### src/rtl/cmp_bist.sv
// ---------------------------------------------------------------------------
// cmp_bist -- exhaustive self-test engine for an N-bit eq/gt comparator.
//
// Walks every operand pair (a = vec[2N-1:N], b = vec[N-1:0], b fastest),
// holds each pair for SETTLE cycles, then samples the comparator's eq/gt
// results for one CHECK cycle and compares them with the unsigned reference
// (a==b, a>b). Counts failing vectors and captures the first failing pair.
//
// Ports:
//   clk, reset        rising-edge clock, synchronous active-high reset
//   start             launch a run (honoured only in IDLE or DONE)
//   a, b              operands driven to the comparator (0 when not running)
//   dut_eq, dut_gt    comparator results, sampled only in CHECK
//   busy              run in progress
//   done              run complete (level until next start or reset)
//   pass              done && no failures
//   err_count         number of failing vectors in the current/last run
//   fail_valid        at least one failure recorded
//   fail_a, fail_b    operands of the first failing vector
//   state_dbg         current FSM state (IDLE=0, DRIVE=1, CHECK=2, DONE=3)
//
// Handshake: start is a level sampled at each rising edge; while busy it is
// ignored (no restart, no queuing). done/pass/err_count/fail_* are stable
// from the cycle done rises until the next accepted start or reset.
// ---------------------------------------------------------------------------
module cmp_bist #(
   parameter int N      = 2,
   parameter int SETTLE = 1
) (
   input  logic           clk,
   input  logic           reset,
   input  logic           start,
   output logic [N-1:0]   a,
   output logic [N-1:0]   b,
   input  logic           dut_eq,
   input  logic           dut_gt,
   output logic           busy,
   output logic           done,
   output logic           pass,
   output logic [2*N:0]   err_count,
   output logic           fail_valid,
   output logic [N-1:0]   fail_a,
   output logic [N-1:0]   fail_b,
   output logic [1:0]     state_dbg
);

   typedef enum logic [1:0] {
      IDLE  = 2'd0,
      DRIVE = 2'd1,
      CHECK = 2'd2,
      DONE  = 2'd3
   } state_t;

   // Settle counter runs 0..SETTLE-1; keep at least one bit.
   localparam int SW = (SETTLE > 1) ? $clog2(SETTLE) : 1;

   state_t          state;
   state_t          state_nxt;
   logic [2*N-1:0]  vec;
   logic [SW-1:0]   settle_cnt;
   logic [N-1:0]    vec_a;
   logic [N-1:0]    vec_b;
   logic            settle_last;
   logic            vec_last;
   logic            exp_eq;
   logic            exp_gt;
   logic            mismatch;
   logic            launch;

   assign vec_a       = vec[2*N-1:N];
   assign vec_b       = vec[N-1:0];
   assign settle_last = (settle_cnt == SW'(SETTLE - 1));
   assign vec_last    = &vec;
   assign exp_eq      = (vec_a == vec_b);
   assign exp_gt      = (vec_a > vec_b);
   // A vector failing on both bits still counts as a single failure.
   assign mismatch    = (dut_eq != exp_eq) || (dut_gt != exp_gt);
   assign launch      = start && ((state == IDLE) || (state == DONE));

   // ---------------- FSM state register ----------------
   always_ff @(posedge clk) begin
      if (reset) state <= IDLE;
      else       state <= state_nxt;
   end

   // ---------------- FSM next state ----------------
   always_comb begin
      state_nxt = state;
      case (state)
         IDLE:    if (start) state_nxt = DRIVE;
         DRIVE:   if (settle_last) state_nxt = CHECK;
         CHECK:   state_nxt = vec_last ? DONE : DRIVE;
         DONE:    if (start) state_nxt = DRIVE;
         default: state_nxt = IDLE;
      endcase
   end

   // ---------------- datapath ----------------
   always_ff @(posedge clk) begin
      if (reset) begin
         vec        <= '0;
         settle_cnt <= '0;
         err_count  <= '0;
         fail_valid <= 1'b0;
         fail_a     <= '0;
         fail_b     <= '0;
      end else if (launch) begin
         vec        <= '0;
         settle_cnt <= '0;
         err_count  <= '0;
         fail_valid <= 1'b0;
         fail_a     <= '0;
         fail_b     <= '0;
      end else begin
         case (state)
            DRIVE: settle_cnt <= settle_last ? '0 : settle_cnt + SW'(1);
            CHECK: begin
               if (mismatch) begin
                  err_count <= err_count + (2*N+1)'(1);
                  if (!fail_valid) begin
                     fail_valid <= 1'b1;
                     fail_a     <= vec_a;
                     fail_b     <= vec_b;
                  end
               end
               // Counter stays at all-ones in DONE; cleared on next launch.
               if (!vec_last) vec <= vec + (2*N)'(1);
            end
            default: ;
         endcase
      end
   end

   // ---------------- outputs ----------------
   always_comb begin
      a    = '0;
      b    = '0;
      busy = 1'b0;
      done = 1'b0;
      case (state)
         DRIVE, CHECK: begin
            a    = vec_a;
            b    = vec_b;
            busy = 1'b1;
         end
         DONE:    done = 1'b1;
         default: ;
      endcase
   end

   assign pass      = done && (err_count == '0);
   assign state_dbg = state;

endmodule

### config.mk
export PLATFORM = sky130hd
export DESIGN_NAME = cmp_bist
export DESIGN_NICKNAME = d
export VERILOG_FILES = /design/src/rtl/cmp_bist.sv
export SDC_FILE = /design/constraint.sdc
export NUM_CORES = 1
export LEC_CHECK = 0
export BUFFER_PORTS_ARGS = -buffer_cell sky130_fd_sc_hd__clkbuf_2
export CAP_MARGIN = 15
export CELL_PAD_IN_SITES_DETAIL_PLACEMENT = 1
export CELL_PAD_IN_SITES_GLOBAL_PLACEMENT = 1
export CORE_MARGIN = 4
export CORE_UTILIZATION = 36
export DETAILED_ROUTE_END_ITERATION = 8
export HOLD_SLACK_MARGIN = 0.02
export PLACE_DENSITY = 0.82
export SYNTH_ARGS = -nofsm -noshare
export SYNTH_HDL_FRONTEND = slang
export SYNTH_SLANG_ARGS = --single-unit
### constraint.sdc
create_clock -name clk -period 2.4 [get_ports clk]
set_input_delay 0.24 -clock clk [delete_from_list [all_inputs] [get_ports clk]]
set_output_delay 0.24 -clock clk [all_outputs]
set_load 0.05 [all_outputs]
# ---- Word level (Yosys, flattened, before mapping)
# Cells that the tools add are included.
dict set report word_totals {
  regBits 17
  latchBits 0
  ramBits 0
  romBits 0
  inputBits 5
  out_inout_bits 19
  wordCells 44
  memories 0
}
dict set report classes {
  add_sub_neg 3
  mul 0
  div 0
  magnitude_cmp 1
  n_eq_ne 8
  shifts 0
  muxes 9
  n_bitwise 2
  reduce_logical 14
}
# op count
set op_table {}
lappend op_table {{2-bit 2-to-1 mux} 5}
lappend op_table {{2-bit one-hot mux with 3 select lines} 1}
lappend op_table {{2-bit AND reduction} 3}
lappend op_table {{2-bit OR reduction} 3}
lappend op_table {{5-bit by 1-bit adder with 5-bit output, second input constant} 1}
lappend op_table {{5-bit zero test} 1}
lappend op_table {{4-bit by 1-bit adder with 4-bit output, second input constant} 1}
lappend op_table {{2-bit equality test, second input constant} 2}
lappend op_table {{4-bit AND reduction} 1}
lappend op_table {{1-bit 2-to-1 mux} 3}
lappend op_table {{3-bit AND reduction} 1}
lappend op_table {{2-bit by 1-bit equality test with 1-bit output, second input constant} 1}
lappend op_table {{2-bit equality test} 1}
lappend op_table {{2-bit greater-than comparator} 1}
lappend op_table {{1-bit logical AND} 2}
lappend op_table {{2-bit zero test} 1}
lappend op_table {{1-bit logical OR} 2}
lappend op_table {{1-bit inequality test} 2}
lappend op_table {{2-bit by 1-bit inequality test with 1-bit output, second input constant} 1}
lappend op_table {{2-bit inequality test, second input constant} 1}
lappend op_table {{1-bit NOT} 2}
lappend op_table {{1-bit adder, second input constant} 1}

# ---- Logic depth before layout (Yosys ltp)
dict set report depth {
  ltp_word 4
  depth_mapped 8
}

# ---- Worst setup path after synthesis
# OpenSTA, ideal clock, no wires.
dict set report synth_timing {
  path_type {reg2out}
  startpoint {register state[0] (netlist: state_dbg[0])}
  endpoint {output pass}
  t_arrival_ps 2804
  setup_slack_ps -644
  path_stages_with_launch 4
  cell_sequence {dfxtp_1 ha_1 nand2_1 nor4_1}
}
dict set report synth_via {
  elab_chain_len 3
}
# item line
set synth_rtl {}
lappend synth_rtl {{from (decl)} 57} ;# state_t state;
lappend synth_rtl {{from (signal assigned)} 83} ;# else state <= state_nxt;
lappend synth_rtl {{2-bit equality test} 140} ;# case (state)
lappend synth_rtl {{1-bit 2-to-1 mux} 140}
lappend synth_rtl {{named net done} 38} ;# output logic done,
lappend synth_rtl {{1-bit logical AND} 151} ;# assign pass = done && (err_count == '0);
lappend synth_rtl {{to (decl)} 39} ;# output logic pass,
# The timed path passes the listed nets, and every way through them passes these cells.

# ---- Final worst setup path
dict set report layout_timing {
  startpoint {register vec[1]}
  endpoint {register err_count[3]}
}
dict set report layout_via {
  elab_chain_len 4
  elab_cells_between_ends 6
  classes_between {1 x order compare; 3 x eq/ne; 2 x reduce/logical}
}
# item line
set layout_rtl {}
lappend layout_rtl {{from (decl)} 59} ;# logic [2*N-1:0] vec;
lappend layout_rtl {{from (signal assigned)} 127} ;# if (!vec_last) vec <= vec + (2*N)'(1);
lappend layout_rtl {{2-bit greater-than comparator / 2-bit equality test (equally long branches)} {75, 74}}
lappend layout_rtl {{1-bit inequality test} 77} ;# assign mismatch = (dut_eq != exp_eq) || (dut_gt != exp_gt);
lappend layout_rtl {{1-bit logical OR (*)} 77}
lappend layout_rtl {{2-bit AND reduction (no source line) (*)} --}
lappend layout_rtl {{to (signal assigned)} 119} ;# err_count <= err_count + (2*N+1)'(1);
lappend layout_rtl {{to (decl)} 40} ;# output logic [2*N:0] err_count,
# Every way passes the cells marked *; elsewhere a longest branch is shown, timed or not.
# A chain may end at the register's enable or synchronous reset.

==> flow_summary.ini <==
[outcome]
status = completed

[synthesis]
synth.mux.area_fraction = 0.0118
synth_edf_count = 0
syn_inst = 100
syn_avg_cell_area_um2 = 8.46
ys_warn_count = 0
ys.flop_type = dfxtp_1
syn_area_um2 = 846
async_flop_share = 0
synth-compound-area-share = 0.175
synthXorXnorAreaFrac = 0.0518
synthDistinctLibCells = 34
synth_top_family_by_area = simple AND/OR/NAND/NOR gates
synth_seq_area_share = 0.379
synth_simple_gate_area_frac = 0.210
syn_nets = 113
synthAdderAreaFrac = 0.118
synth_seq_cells = 16

[final_layout]
drive_above_1_share = 0.291
antennaDiodeCount = 0
layout.nets = 142
syn_to_final_growth_pct = 28.5

[sta]
max_freq_mhz = 450
finalCritPeriodShare = 0.926
tns_ns = 0
drv_slew = 0
finalHoldViolations = 0
relSlewSlack = 0.645
period_needed_ns = 2.22
worstMarginPinSlew_ns = 0.527
fin_skew_ns = 0.00278
rsz0062_at_grt = no
setup_viol = 0
holdWs_ns = 0.172

[clocking]
holdBufCountCts = 0
clockBufferDepth = 2
cts-root-buf = clkbuf_4
clk_latency_ns = 0.28
clk_pin_slew_worst_paths_ns = 0.09
cts.sinks = 16
cts.htree.levels = 1
cts_buffers = 3
cts_tree = done
cts_resized = 0
cts_setup_buffers = 0

[die]
core_um2 = 2230
start_util = 0.379
floorplan.die_area_um2 = 3190
die_x_um = 56.5
ios = 24
rows = 17
die_h_um = 56.5

[power]
ir_drop_mv = 0.492
total_power_uw = 985
power_density_nw_per_um2 = 906
p_leak_nw = 0.473

[min_path]
min_to = state_dbg[1]
whs_path_depth = 2
hp-start = reset
holdCritPathClass = in -> reg

[routing]
vias_per_cell = 5.28
drt-initial-drc-count = 13
firstDrtPassIters = 4
finalWirelength_mm = 2.30
wl_per_cell_um = 14.9
vias = 819
drcViolationCount = 0
antenna_left = 0

[setup_path]
path_max_fanout = 4
cp.required_ns = 2.60
r2r_start = vec[1]
worstPathArrival_ns = 2.42
r2r_cells = 7
setup.worst_path.class = reg -> reg
reg2reg_to = err_count[3]
reg2reg_slack_ns = 0.18
startpoint_type = flop
crit_path_end_kind = flop

[global_routing]
grt_pass1_wl_mm = 3.91
antenna_found_initial = 0
grt_max_degree = 15
grt.overflow.total = 0
first_global_vias = 852
grt_use_total = 0.156

[placed_design]
gp_congestion = 0.864
hpwlAfterDp_mm = 1.75
port_buffers = 23

[run]
cap_violations = 0
==> final cells by class <==
cell class	count	area, um^2
timing repair buffer	27	145
fill	284	1150
inverter	9	33.8
sequential	16	322
tap	28	35.0
clock buffer	3	22.5
multi-input combinational	72	529
==> where the power goes <==
group / internal, mW / switching [mW]
logic: 0.159 / 0.362
registers: 0.293 / 0.0356
clock network: 0.0581 / 0.0776
total: 0.510 / 0.475
==> flip-flops by register name (all words and copies together), names as in the netlist <==
register    count
fail_a          2
vec             4
err_count       5
fail_b          2
fail_valid      1
state_dbg       2
==> cell usage in the layout, fill, tap and decap left out, types with 2 or more instances in the layout <==
master,Yosys,final
a21oi_1,7,7
buf_4,0,4
clkbuf_2,0,23
clkbuf_4,0,3
dfxtp_1,16,15
ha_1,8,6
ha_4,0,2
inv_1,9,9
nand2_1,7,7
nand2b_1,2,2
nand3b_1,2,2
nor2_1,13,13
nor2b_1,2,2
nor4_1,3,2
o211ai_1,2,2
o21ai_0,3,3
o41ai_1,2,2
xnor2_1,4,4
==> synthesized netlist by cell type, drive strengths merged, types with 2 or more instances <==
library cell	count	area, um^2
nor2b	2	12.5
nand3b	2	15.0
xnor2	4	35.0
nand2	7	26.3
ha	8	100
o41ai	2	17.5
o21ai	3	15.0
nor4	3	18.8
o211ai	2	15.0
a21oi	7	35.0
buf	2	8.75
nor2	13	48.8
inv	9	33.8
dfxtp	16	320
nand2b	2	12.5
==> metal layers <==
metal / GRT usage / vias up / routed length [um]
met1: 0.203 / 394 / 1100
met4: 0.0712 / 0 / 14
li1: - / 405 / -
met2: 0.248 / 18 / 1100
met5: 0 / - / 0
met3: 0.0276 / 2 / 92
==> kinds of logic after synthesis <==
logic type | Yosys count
AO/OA/AOI/OAI | 22
XOR/XNOR | 5
adder cells (fa/ha/maj) | 8
buffers and inverters | 12
flip-flops | 16
multiplexers | 1
AND/OR/NAND/NOR | 36
==> per-stage QoR <==
stage / cells / setup slack [ns] / utilization / cell area (um^2)
after floorplan: 100 / 0.183 / - / 861
final: 155 / 0.178 / 0.487 / 1090
after detailed placement: 152 / 0.0889 / 0.461 / 1030
after global routing: 155 / 0.0437 / 0.487 / 1090
after CTS: 155 / 0.0184 / 0.471 / 1050
after global placement: 152 / 0.0984 / 0.461 / 1030
==> critical path: stages (launching register included) <==
cell and delay [ns]:
dfxtp_2 0.36, inv_1 0.10, ha_4 0.27, nor3b_1 0.14, o211a_1 0.23, or4_4 0.51
or3_1 0.36, a21oi_1 0.16
==> how the worst max path moves through the flow <==
stage	startpoint	slack, ns	end	cells past startpoint
2_1_floorplan	vec[1]	0.18	err_count[3]	8
3_3_place_gp	vec[1]	0.1	err_count[3]	7
3_5_place_dp	vec[1]	0.09	err_count[3]	7
4_1_cts	vec[1]	0.02	err_count[3]	7
5_1_grt	vec[2]	0.04	err_count[3]	7
6_report	vec[1]	0.18	err_count[3]	7
Note: power is estimated with default switching activity, not from simulation.
